==> config.mk <==
export PLATFORM = sky130hd
export DESIGN_NAME = apb_slave_regbank
export DESIGN_NICKNAME = d
export VERILOG_FILES = /design/src/rtl/apb_slave_regbank.sv
export SDC_FILE = /design/constraint.sdc
export NUM_CORES = 1
export LEC_CHECK = 0
export CORE_MARGIN = 2
export CORE_UTILIZATION = 30
export CTS_CLUSTER_DIAMETER = 100
export DETAILED_ROUTE_END_ITERATION = 16
export PLACE_DENSITY_LB_ADDON = 0.25
export SYNTH_ARGS = -nofsm -noshare
export SYNTH_HDL_FRONTEND = slang
export SYNTH_SLANG_ARGS = --single-unit
==> constraint.sdc <==
create_clock -name pclk -period 3.55 [get_ports pclk]
set_input_delay 0.71 -clock pclk [delete_from_list [all_inputs] [get_ports pclk]]
set_output_delay 0.71 -clock pclk [all_outputs]
set_load 0.05 [all_outputs]
==> src/rtl/apb_slave_regbank.sv <==
`default_nettype none
// ============================================================================
// Module      : apb_slave_regbank
// Description : APB slave with a bank of DEPTH registers, each DATA_W bits
//               wide. WAIT_CYC wait states are inserted in every access.
//               Out-of-range or misaligned addresses return an error and are
//               never written.
//               Optional feature macro: APB_REGBANK_PSTRB_EN adds the pstrb
//               byte-strobe input port.
// Revision    : 1.0 - initial release
// ============================================================================
module apb_slave_regbank #(
    parameter int DATA_W   = 32,
    parameter int ADDR_W   = 32,
    parameter int DEPTH    = 16,
    parameter int WAIT_CYC = 0
) (
    input  logic              pclk,
    input  logic              preset,
    input  logic              psel,
    input  logic              penable,
    input  logic              pwrite,
    input  logic [ADDR_W-1:0] paddr,
    input  logic [DATA_W-1:0] pwdata,
`ifdef APB_REGBANK_PSTRB_EN
    input  logic [DATA_W/8-1:0] pstrb,
`endif
    output logic [DATA_W-1:0] prdata,
    output logic              pready,
    output logic              pslverr
);

    localparam int c_NBYTES = DATA_W / 8;
    localparam int c_BYTE_W = (c_NBYTES > 1) ? $clog2(c_NBYTES) : 0;
    localparam int c_IDX_W  = $clog2(DEPTH);
    localparam logic [ADDR_W-1:0] c_SIZE = ADDR_W'(DEPTH * c_NBYTES);
    localparam logic [3:0] c_WAIT = 4'(WAIT_CYC);

    typedef enum logic [0:0] {
        S_IDLE   = 1'b0,
        S_ACCESS = 1'b1
    } state_t;

    state_t               r_state;
    logic [3:0]           r_cnt;
    logic [c_IDX_W-1:0]   r_idx;
    logic                 r_err;
    logic                 r_write;
    logic [c_NBYTES-1:0]  r_strb;
    logic [DATA_W-1:0]    r_mem [DEPTH];
    logic [DATA_W-1:0]    r_prdata;
    logic                 r_pready;
    logic                 r_pslverr;

    logic [c_IDX_W-1:0]   w_idx;
    logic                 w_misalign;
    logic                 w_err;
    logic                 w_setup;
    logic                 w_commit;
    logic [c_NBYTES-1:0]  w_strb_in;
    logic [DATA_W-1:0]    w_wmask;
    logic [3:0]           w_cnt_inc;

    // Word index selects whole registers; low byte-offset bits are dropped.
    assign w_idx   = paddr[c_IDX_W+c_BYTE_W-1 : c_BYTE_W];
    assign w_setup = psel & ~penable;

    generate
        if (c_BYTE_W > 0) begin : g_align
            assign w_misalign = |paddr[c_BYTE_W-1:0];
        end else begin : g_no_align
            assign w_misalign = 1'b0;
        end
    endgenerate

    assign w_err = (paddr >= c_SIZE) | w_misalign;

`ifdef APB_REGBANK_PSTRB_EN
    assign w_strb_in = pstrb;
`else
    assign w_strb_in = '1;
`endif

    // Expand the latched byte strobes into a bit-level write mask.
    generate
        for (genvar b = 0; b < c_NBYTES; b++) begin : g_mask
            assign w_wmask[8*b +: 8] = {8{r_strb[b]}};
        end
    endgenerate

    // A write lands only on the edge closing a completed, error-free access;
    // a fresh setup phase or reset on that edge takes precedence.
    assign w_commit = (r_state == S_ACCESS) & psel & penable & r_pready
                    & r_write & ~r_err & ~preset;

    assign w_cnt_inc = r_cnt + 4'd1;

    // Transfer FSM: latches the request on setup, counts wait states and
    // produces registered pready/pslverr/prdata.
    always_ff @(posedge pclk) begin
        if (preset) begin
            r_state   <= S_IDLE;
            r_cnt     <= 4'd0;
            r_idx     <= '0;
            r_err     <= 1'b0;
            r_write   <= 1'b0;
            r_strb    <= '0;
            r_prdata  <= '0;
            r_pready  <= 1'b0;
            r_pslverr <= 1'b0;
        end else if (w_setup) begin
            // Setup is honoured in any state and abandons a pending access.
            r_state   <= S_ACCESS;
            r_cnt     <= 4'd0;
            r_idx     <= w_idx;
            r_err     <= w_err;
            r_write   <= pwrite;
            r_strb    <= w_strb_in;
            r_pready  <= (c_WAIT == 4'd0);
            r_pslverr <= (c_WAIT == 4'd0) & w_err;
            if (!pwrite) begin
                r_prdata <= w_err ? '0 : r_mem[w_idx];
            end
        end else begin
            case (r_state)
                S_ACCESS: begin
                    if (!psel || r_pready) begin
                        // Aborted by deselect, or the access just completed.
                        r_state   <= S_IDLE;
                        r_pready  <= 1'b0;
                        r_pslverr <= 1'b0;
                    end else begin
                        r_cnt     <= w_cnt_inc;
                        r_pready  <= (w_cnt_inc == c_WAIT);
                        r_pslverr <= (w_cnt_inc == c_WAIT) & r_err;
                    end
                end
                default: begin
                    // Stray penable without a setup phase is ignored.
                    r_state   <= S_IDLE;
                    r_pready  <= 1'b0;
                    r_pslverr <= 1'b0;
                end
            endcase
        end
    end

    // Register file: cleared by reset, byte-masked update on commit.
    always_ff @(posedge pclk) begin
        if (preset) begin
            for (int i = 0; i < DEPTH; i++) begin
                r_mem[i] <= '0;
            end
        end else if (w_commit) begin
            r_mem[r_idx] <= (r_mem[r_idx] & ~w_wmask) | (pwdata & w_wmask);
        end
    end

    assign prdata  = r_prdata;
    assign pready  = r_pready;
    assign pslverr = r_pslverr;

endmodule
`default_nettype wire

# Word level (Yosys, flattened, before mapping)
# Memory sizes are Yosys's and may differ from the RTL's. A register that Yosys moved wholly into a read port is not among the register bits.
# Cells that the tools add are included.
word_totals:
  regBits: 46
  latch_bits: 0
  ramBits: 512
  mem_bits_ro: 0
  in_bits: 69
  out_inout_bits: 34
  elab_cells: 58
  mem_count: 1
memory_table:
  columns: ["memory", "depth", "word_bits", "rd", "rd_clocked_by_memory_dff", "wr", "line_no", "text"]
  rows:
  - ["r_mem", 16, 32, 2, 1, 16, "50", "logic [DATA_W-1:0] r_mem [DEPTH];"]
op_classes:
  add_sub_neg: 1
  n_mul: 0
  div: 0
  magnitude_cmp: 1
  eq_ne: 0
  shifts: 0
  n_mux: 20
  bitwise_logic: 18
  reduce_logical: 8
op_table:
  columns: ["op", "count"]
  rows:
  - ["$and A32 B32 Y32", 2]
  - ["$mux W32", 2]
  - ["$ge A32 B7 Y1 const B", 1]
  - ["$not A32 Y32", 1]
  - ["$or A32 B32 Y32", 1]
  - ["$reduce_or A32 Y1", 1]
  - ["$mux W1", 15]
  - ["$mux W4", 3]
  - ["$and A1 B1 Y1", 8]
  - ["$not A1 Y1", 5]
  - ["$add A4 B1 Y4 const B", 1]
  - ["$logic_not A4 Y1", 1]
  - ["$reduce_and A2 Y1", 2]
  - ["$reduce_or A2 Y1", 2]
  - ["$logic_not A1 Y1", 1]
  - ["$logic_or A1 B1 Y1", 1]
  - ["$or A1 B1 Y1", 1]

# Longest topological paths before layout
# Gate-level depths: netlist of the first run.
logic_depth:
  depth_word: 11
  ltp_mapped: 9
  depth_no_buf: 5

# Worst setup path before layout of the first run
# OpenSTA, ideal clock, no wires.
synth_timing:
  path_kind: "input-to-reg"
  startpoint: "in psel"
  endpoint: "mem r_mem[7][0], enable pin"
  setup_time_ps: 394
  arrival_time_ps: 2433
  setup_slack_ps: 723
  cell_stages: 5
  cell_sequence: "nand2_1 -> or3_4 -> nor3b_2 -> nand3_1 -> nand2b_1"
synth_lines:
  columns: ["element", "line_no", "text"]
  rows:
  - ["start, declared", "20", "input logic psel,"]
  - ["end, declared", "50", null]

==> impl_results.md, run 1 <==
* Status: completed
* Antenna diodes at 0
* Pint at 12600 uW
* Fin cells at 3981
* Cell row count at roughly 120
* CP Class: reg -> reg
* Sequential fraction of the synthesis area at 0.518
* Worst-Margin Slew at around 1200 ps
* Layout fillers at around 10000
* GR Util All Layers at 0.207
* Post_cts resized at 0
* Post-DP Area at roughly 0.035 mm2
* Final Cell Area at about 0.037 mm2
* Pwr Density at 460 mW/mm2
* Worst path required time at between 3000 and 4000 ps
* CTS sink count at about 560
* Via count at roughly 23000
* Root Buffer: clkbuf_16
* Vias in the first global route at approximately 24000
* Clock-pin slew on the worst setup and hold paths at 60 ps
* Inserted Clock Buffers at around 70
* # DRC at 0
* First-pass GRT wire length at around 160000 um
* Initial core utilization at 0.301
* Dpl hpwl at approximately 65000 um
* H-tree depth at 3
* Sw power at 4480 uW
* Synth async-reset ratio at 0
* I/O Buffers at between 100 and 150
* Final-report setup violation count at 0
* R2r setup slk at about 660 ps
* Cts hold-fix bufs at 0
* Cells after synthesis at around 2500
* Slew headroom at 0.185
* Setup TNS at 0 ps
* Syn_nets at 2534
* WHS Path Cells at 2
* Sequential share of power at 0.441
* Lkg Pwr at 0.0120 uW
* Arrival @ worst endpoint at 3190 ps
* Worst Skew at about 30 ps
* Synthesized area per cell at 12.8 um2
* Synthesized flop and latch total at ~560
* Clock power frac at 0.432
* Routed Wire Length at ~110000 um
* Die Span X at about 330 um
* Vias per cell at between 5 and 6
* Worst-path fanout max at 36
* Fin nets at about 2600
* Antenna violations before repair at 1
* Yosys warns at 0
* Worst flop-to-flop path endpoint: r_mem[14][21]
* Core box area at between 0.1 and 0.15 mm2
* Sw frac at 0.262
* Max_cap viols at 0
* Final number of hold-violating endpoints at 0
* Area grow syn2layout at 17.4%
* Logic pwr share at 0.127
* Die area at 0.108 mm2
* Core Util, Final at 0.354
* Sequential cell area at 0.0164 mm2
* Placed cell count at 3855
* Die Ht at 329 um
* Hold crit path type: reg -> reg
* CTS tree: done
* Top_reg_cell synth: edfxtp_1
* Top cell type by total area after synthesis: edfxtp_1
* Synthesized cell area at around 0.032 mm2
* Share of layout cells above drive strength 1 at 0.348
* Slew Limit Fails at 0
* Antenna-violating nets left at 0
* Top-area cell type share of the netlist area at 0.486
* RD Place Congestion at ~0.8
* FF-to-FF path depth at 6
* Peak VDD IR at around 0.00027 V
* Wire per inst at between 20 and 30 um
* RSZ-0062 raised after global routing: false
* Clk buf depth at 3
* First-pass DRT Iterations at 5
* Hold Crit Endpoint: r_write
* Crit start category: register
* Largest net degree at the start of global routing at between 60 and 70
* I/O pin cnt at 103
* Hold path start: r_write
* Post-synth EDFFs at around 510
* F_max at approximately 350 MHz
* Post CTS Setup Buffer Count at 0
* Setup crit end kind: register
* Synth area leaders: edfxtp_1 49%, mux2i_1 10%, nor3_2 10%, mux2_2 6.6%, nor3_1 3.7%
* Multi-input gate area at 0.0140 mm2
* Clock Latency Late Sink at between 600 and 700 ps
* Initial DRC Count at 2030
* Post-route minimum period at approximately 2900 ps
* Total gr overflow at 0
* Period utilization at 0.815
* Cell variety after synth at 47
## per-stage QoR
step / total power, uW / setup WS [ps] / hold WS (ps)
after detailed placement: 9820 / 348 / 460
after floorplan: 9070 / 723 / 436
after global placement: 9790 / 351 / 451
final: 17100 / 655 / 466
after CTS: 17200 / 698 / 467
after global routing: 17600 / 564 / 504
## sequential cells by signal, indices dropped and copies added, names as in the netlist, named ones only
signal	cells
prdata	32
pready	1
pslverr	1
r_cnt	4
r_err	1
r_idx	4
r_mem	512
r_state	1
r_strb	1
r_write	1
## cells by family (layout without fill, tap and decap cells)
kind of cell / count (synthesis) / in the layout / share of synthesized area
buffers and inverters: 260 / 387 / 0.0460
flip-flops: 562 / 562 / 0.518
AO/OA/AOI/OAI: 422 / 422 / 0.104
AND/OR/NAND/NOR: 700 / 700 / 0.160
adder cells (fa/ha/maj): 2 / 2 / 0.000791
XOR/XNOR: 5 / 5 / 0.00138
multiplexers: 512 / 512 / 0.170
## layout by cell type (no fill, tap or decap), types with 7 or more instances in the layout
cell type / instances
o22ai_1: 125
nor2_1: 66
clkbuf_16: 71
o21ai_0: 32
a221o_1: 31
a221oi_2: 22
mux2_2: 185
nor3_1: 232
buf_12: 40
buf_4: 117
mux2i_1: 319
a211oi_2: 29
edfxtp_1: 512
a21oi_1: 101
nand2_1: 18
nor3_2: 317
nand2b_2: 16
bufinv_16: 9
o22ai_2: 32
clkdlybuf4s50_1: 100
a221oi_1: 42
clkbuf_1: 20
dfxtp_1: 49
clkinv_2: 7
nand2_2: 13
## routing by layer
layer  share of wire  vias up  GRT usage
li1                -     9838          -
met1            0.42    11800      0.268
met2            0.49      801      0.351
met3           0.056      206     0.0280
met4           0.034        0     0.0772
met5               0        -          0
## worst max-delay path by stage
| stage | startpoint | to | slack [ps] | depth (start not counted) |
|---|---|---|---|---|
| after CTS | register | r_mem[14][21] | 700 | 6 |
| after global placement | psel | r_mem[13][28] | 350 | 7 |
| final | register | r_mem[14][21] | 660 | 6 |
| after detailed placement | psel | r_mem[3][31] | 350 | 7 |
| after floorplan | psel | r_mem[7][0] | 720 | 5 |
| after global routing | register | r_mem[14][21] | 560 | 6 |
## worst max-delay path: stages, from the launching register on
cell and delay (ps):
dfxtp_4 490, buf_12 300, mux2_2 380, o22ai_1 200
a221oi_2 80, o22ai_2 960, nor3_1 120
## Yosys cell counts (2+ instances only)
| master | number |
|---|---|
| clkbuf_1 | 140 |
| buf_2 | 44 |
| buf_8 | 5 |
| o21ai_0 | 32 |
| nor3_1 | 232 |
| nor3b_2 | 2 |
| nand2b_1 | 20 |
| a221oi_2 | 22 |
| buf_4 | 18 |
| mux2_2 | 185 |
| nor2_1 | 68 |
| nand3_1 | 5 |
| a21oi_1 | 102 |
| mux4_2 | 2 |
| ha_1 | 2 |
| edfxtp_1 | 512 |
| o22ai_2 | 32 |
| a211oi_2 | 29 |
| nand4_1 | 2 |
| nand2_1 | 33 |
| nor2b_1 | 5 |
| o221ai_1 | 2 |
| a221oi_1 | 42 |
| mux2_1 | 6 |
| nor3_2 | 317 |
| mux2i_1 | 319 |
| dfxtp_1 | 50 |
| xor2_1 | 3 |
| o22ai_1 | 125 |
| buf_6 | 40 |
| a211oi_1 | 4 |
| xnor2_1 | 2 |
| nor2_2 | 2 |
| a221o_1 | 31 |
| buf_1 | 10 |
| or4_4 | 2 |
| nor4_1 | 6 |
## power groups by stage
stage | clock [uW] | sequential [uW] | combinational (uW)
5_1_grt | 7730 | 7550 | 2280
3_3_place_gp | 0 | 7650 | 2140
6_report | 7370 | 7530 | 2170
2_1_floorplan | 0 | 7630 | 1440
4_1_cts | 7480 | 7530 | 2160
3_5_place_dp | 0 | 7660 | 2150
## area by class of cell
| class | instances | share of cell area |
|---|---|---|
| Clock buffer | 97 | 0.0521 |
| Clock inverter | 29 | 0.0110 |
| Inverter | 2 | 0.000202 |
| Multi-Input combinational cell | 1641 | 0.376 |
| Sequential cell | 562 | 0.441 |
| Tap cell | 1391 | 0.0469 |
| Timing Repair Buffer | 259 | 0.0727 |
Power figures use the tool's default switching activity.
==> inputs of run 2 (changes only) <==
clock period = 2.3 ns   (was 3.55 ns; I/O delays follow)
==> run 2 against run 1 <==
Global-route usage up 0.77 points. Core utilization up 1.5 points. Die area unchanged. Cell count up 3.1%. Routed wire length up 3.5%. Clock power up 52%. Power up 56%. Largest cell class unchanged. Largest power group unchanged. Highest routed layer unchanged.
==> impl_results.md, run 2 (synthesis gave the netlist of run 1 again) <==
* RSZ-0062 raised after global routing: true
* Setup crit end kind: register
* Lkg Pwr at about 0.013 uW
* Final number of hold-violating endpoints at 0
* Share of layout cells above drive strength 1 at 0.379
* Peak VDD IR at between 0.0004 and 0.0005 V
* I/O pin cnt at 103
* Worst path required time at 2640 ps
* Antenna-violating nets left at 0
* Pwr Density at 688 mW/mm2
* GR Util All Layers at 0.215
* Cell row count at roughly 120
* Hold crit path type: reg -> reg
* Arrival @ worst endpoint at 2590 ps
* # DRC at 0
* Hold slack at 467 ps
* Initial core utilization at 0.301
* Total gr overflow at 0
* Post-route minimum period at 2250 ps
* Largest Register: r_mem
* Via count at around 23000
* Worst Skew at a little under 30 ps
* Inserted Clock Buffers at between 60 and 70
* H-tree depth at 3
* Antenna violations before repair at 0
* Largest net degree at the start of global routing at 34
* Core Util, Final at 0.369
* Slew headroom at 0.557
* FF-to-FF path depth at 8
* Die area at roughly 0.11 mm2
* Dpl hpwl at between 70000 and 80000 um
* Area grow syn2layout at 22.4%
* Clk buf depth at 3
* I/O Buffers at between 100 and 150
* Fin nets at approximately 2700
* Cts hold-fix bufs at 0
* First-pass DRT Iterations at 5
* Core box area at ~0.10 mm2
* Commonest non-fill, non-tap cell in the layout: edfxtp_1
* Vias per cell at around 5.7
* WHS Path Cells at 2
* Initial DRC Count at 2047
* Routed Wire Length at 117000 um
* Die Span X at about 330 um
* Status: completed
* Period utilization at 0.977
* Wire per inst at between 20 and 30 um
* Root Buffer: clkbuf_16
* CP Class: reg -> reg
* Clock-pin slew on the worst setup and hold paths at about 50 ps
* Worst-path fanout max at 27
* Slew Limit Fails at 0
* CTS sink count at roughly 560
* Max_cap viols at 0
* Worst-Margin Slew at 664 ps
* Clock Latency Late Sink at between 600 and 700 ps
* Die Ht at around 330 um
* Vias in the first global route at between 20000 and 25000
* Crit start category: register
* RD Place Congestion at just over 0.8
* First-pass GRT wire length at roughly 170000 um
* Post CTS Setup Buffer Count at 0
* Final-report setup violation count at 0
* Layout fillers at 10100
* CTS tree: done
* F_max at roughly 440 MHz
* Most frequent cells in the layout: 512 x edfxtp_1, 319 x mux2i_1, 317 x nor3_2
* Max reg flops at between 500 and 600
[run 2: cell types whose count changed in the layout (fill, tap and decap cells not counted), moves of 2 or more]
cell / before / now
buf_4: 117 / 183
buf_12: 40 / 94
clkdlybuf4s50_1: 100 / 67
dlygate4sd2_1: 0 / 32
clkinv_2: 7 / 13
clkbuf_1: 20 / 15
clkinv_1: 5 / 9
buf_6: 0 / 3
nand2b_2: 16 / 13
nand2b_4: 3 / 6
bufinv_16: 9 / 7
[run 2: layout make-up]
cell class | instances | area (um2) | area share
Clock inverter | 35 | 367 | 0.00947
Sequential cell | 562 | 16400 | 0.423
Tap cell | 1391 | 1740 | 0.0450
Timing Repair Buffer | 382 | 4290 | 0.111
Antenna cell | 1 | 2.50 | 0.0000646
Clock buffer | 92 | 1930 | 0.0498
Inverter | 2 | 7.51 | 0.000194
Multi-Input combinational cell | 1641 | 14000 | 0.362
[run 2: what timing repair did]
action | in CTS | in global routing
endpoints found under the setup margin | 32 | 39
endpoints found under the hold margin | 0 | 0
pin swaps | 0 | 0
gates resized for setup | 32 | 5
[run 2: per-layer routing]
metal | wire (um) | vias up | GRT usage
met5 | 0 | - | 0
met4 | 3830 | 0 | 0.0716
met3 | 6900 | 221 | 0.0335
met2 | 56700 | 921 | 0.359
met1 | 50100 | 12000 | 0.283
li1 | - | 10100 | -
[run 2: final timing paths]
path / slack (ps) / endpoint / from
max reg2reg: 50 / r_mem[15][23] / register
max: 50 / r_mem[15][23] / register
min reg2reg: 470 / r_write / r_write
min: 470 / r_write / r_write
[run 2: through the flow]
| stage | cell area (um2) | total power (uW) | setup TNS, ps | cells | setup slack, ps |
|---|---|---|---|---|---|
| after floorplan | 31700 | 14000 | 0 | 2463 | 59.5 |
| after global placement | 36400 | 15600 | -331420 | 3978 | -447 |
| after detailed placement | 36400 | 15600 | -297940 | 3978 | -442 |
| after CTS | 38700 | 26800 | 0 | 4105 | 22.8 |
| after global routing | 38700 | 27400 | -33.1 | 4105 | -16.7 |
| final | 38700 | 26600 | 0 | 4106 | 52.3 |
[run 2: report_power, final]
| group | internal [uW] | switching (uW) |
|---|---|---|
| clock | 6690 | 4490 |
| combinational | 1500 | 2340 |
| sequential | 11400 | 187 |
| total | 19600 | 7020 |
[run 2: critical path: stages (launching register included)]
cell and delay (ps):
dfxtp_4 370, buf_12 200, buf_12 230, mux2_2 360, o22ai_1 250, a221oi_2 60, o22ai_2 180, buf_12 190
nor3_1 70
==> inputs of run 3 (changes only) <==
GPL_TIMING_DRIVEN = 0   (was unset)
==> run 3 against run 2 <==
The flow now finishes with violations (negative setup slack). Non-clock buffer count is 147 higher. Global-route usage is 4.5 points higher. Core utilization up 2.7 points. Worst setup slack lost 160 ps. Critical endpoint is now r_mem[2][7]. Largest power group unchanged.
==> impl_results.md, run 3 (synthesis gave the netlist of run 1 again) <==
* Status: finished, violations left
* Failing checks: negative setup slack
* Fin nets at a little under 3000
* Clk buf depth at 3
* First-pass GRT wire length at 196000 um
* Final Cell Area at about 0.042 mm2
* Logic pwr share at 0.189
* R2r setup slk at -110 ps
* Setup crit end kind: register
* Antenna violations before repair at 4
* Sequential share of power at 0.439
* Via count at around 26000
* Worst-Margin Slew at ~1200 ps
* Initial DRC Count at ~3500
* PnR worst setup slack at -108 ps
* Hold crit path type: in -> reg
* Area grow syn2layout at 31.4%
* Total gr overflow at 0
* Period utilization at 1.05
* Vias per cell at about 6.1
* Commonest non-fill, non-tap cell in the layout: edfxtp_1
* Core box area at around 0.10 mm2
* # DRC at 0
* CTS tree: done
* Core Util, Final at 0.396
* Clock power frac at 0.372
* I/O pin cnt at slightly above 100
* Worst Skew at ~32 ps
* Die Span X at approximately 330 um
* CTS sink count at 562
* Die Ht at 329 um
* Post-route minimum period at between 2000 and 2500 ps
* Final number of hold-violating endpoints at 0
* FF-to-FF path depth at 9
* Pwr Density at around 640 mW/mm2
* Largest Register: r_mem
* Slew Limit Fails at 0
* Sw frac at 0.287
* H-tree depth at 2
* Hold slack at around 260 ps
* GR Util All Layers at 0.260
* RD Place Congestion at 0.891
* Pint at between 15000 and 20000 uW
* Sw power at between 7000 and 8000 uW
* Antenna-violating nets left at 0
* Crit start category: register
* Peak VDD IR at 0.000700 V
* Worst path required time at ~2800 ps
* WHS Path Cells at 3
* Max reg flops at between 500 and 600
* Cts hold-fix bufs at 0
* Worst-path fanout max at 10
* Largest net degree at the start of global routing at 20
* Routed Wire Length at between 100000 and 150000 um
* Die area at 0.108 mm2
* Initial core utilization at 0.301
* I/O Buffers at slightly below 100
* CP Class: reg -> reg
* Clock Latency Late Sink at about 670 ps
* Root Buffer: clkbuf_16
* Wire per inst at between 30 and 40 um
* Max_cap viols at 0
* Most frequent cells in the layout: 512 x edfxtp_1, 333 x nor3_2, 311 x mux2i_1
* Share of layout cells above drive strength 1 at 0.462
* First-pass DRT Iterations at 6
* F_max at just over 400 MHz
* Inserted Clock Buffers at 60
* Lkg Pwr at 0.0142 uW
* RSZ-0062 raised after global routing: true
* Vias in the first global route at between 20000 and 30000
* Cell row count at roughly 120
* Slew headroom at 0.178
* Layout fillers at between 9000 and 10000
* Clock-pin slew on the worst setup and hold paths at about 60 ps
* Setup TNS at -10110 ps
* Arrival @ worst endpoint at just under 3000 ps
* Final-report setup violation count at 296
* Dpl hpwl at about 85000 um
* Post-DP Area at approximately 0.034 mm2
-- run 3: cell type report --
cell class / instances / area [um2] / area share
well taps: 1391 / 1740 / 0.0419
plain buffers: 257 / 2160 / 0.0521
clock buffers: 89 / 1700 / 0.0409
diodes: 1 / 2.50 / 0.0000602
clock inverters: 21 / 204 / 0.00491
repair buffers: 272 / 3500 / 0.0842
multi-input cells: 1657 / 15900 / 0.382
inverters: 2 / 8.76 / 0.000211
flip-flops and latches: 562 / 16400 / 0.394
-- run 3: power by group through the flow --
stage | clock (uW) | sequential [uW] | combinational (uW)
2_1_floorplan | 0 | 11800 | 2240
3_3_place_gp | 0 | 11800 | 3480
3_5_place_dp | 0 | 11800 | 3520
4_1_cts | 9790 | 11600 | 4120
5_1_grt | 10200 | 11600 | 5070
6_report | 9830 | 11600 | 5000
-- run 3: path summary, 6_finish.rpt --
path	start	endpoint
min	paddr[4]	r_idx[2]
min reg2reg	r_write	r_write
max reg2reg	register	r_mem[2][7]
max	register	r_mem[2][7]
-- run 3: layer usage --
layer  vias up  share of wire  wire (um)  GRT usage
li1      10500              -          -          -
met1     13100           0.37      55700      0.330
met2      2005           0.45      67100      0.410
met3       507           0.11      16800     0.0617
met4         4          0.066       9840      0.135
met5         -        0.00073        109          0
-- run 3: per-stage QoR --
stage	setup WS, ps	total power [uW]	std cells
floorplan	59.5	14000	2463
global placement	-1690	15300	3952
detailed placement	-1600	15300	3952
CTS	-232	25500	4190
global route	-130	26900	4252
finish	-108	26400	4252
-- run 3: worst max-delay path, cell delays in order, from the launching register on --
cell      delay, ps
dfxtp_2         330
buf_6           120
buf_8           200
buf_12          200
buf_12          200
mux2i_1         130
a221oi_1        440
o22ai_2         200
buf_6           190
nor3_1          200
-- run 3: what timing repair did --
item                                    4_1_cts  5_1_grt
setup buffers                               110       29
gates resized for setup                     347      506
endpoints found under the setup margin     1088      893
pin swaps                                    28      183
gates cloned                                 18       34
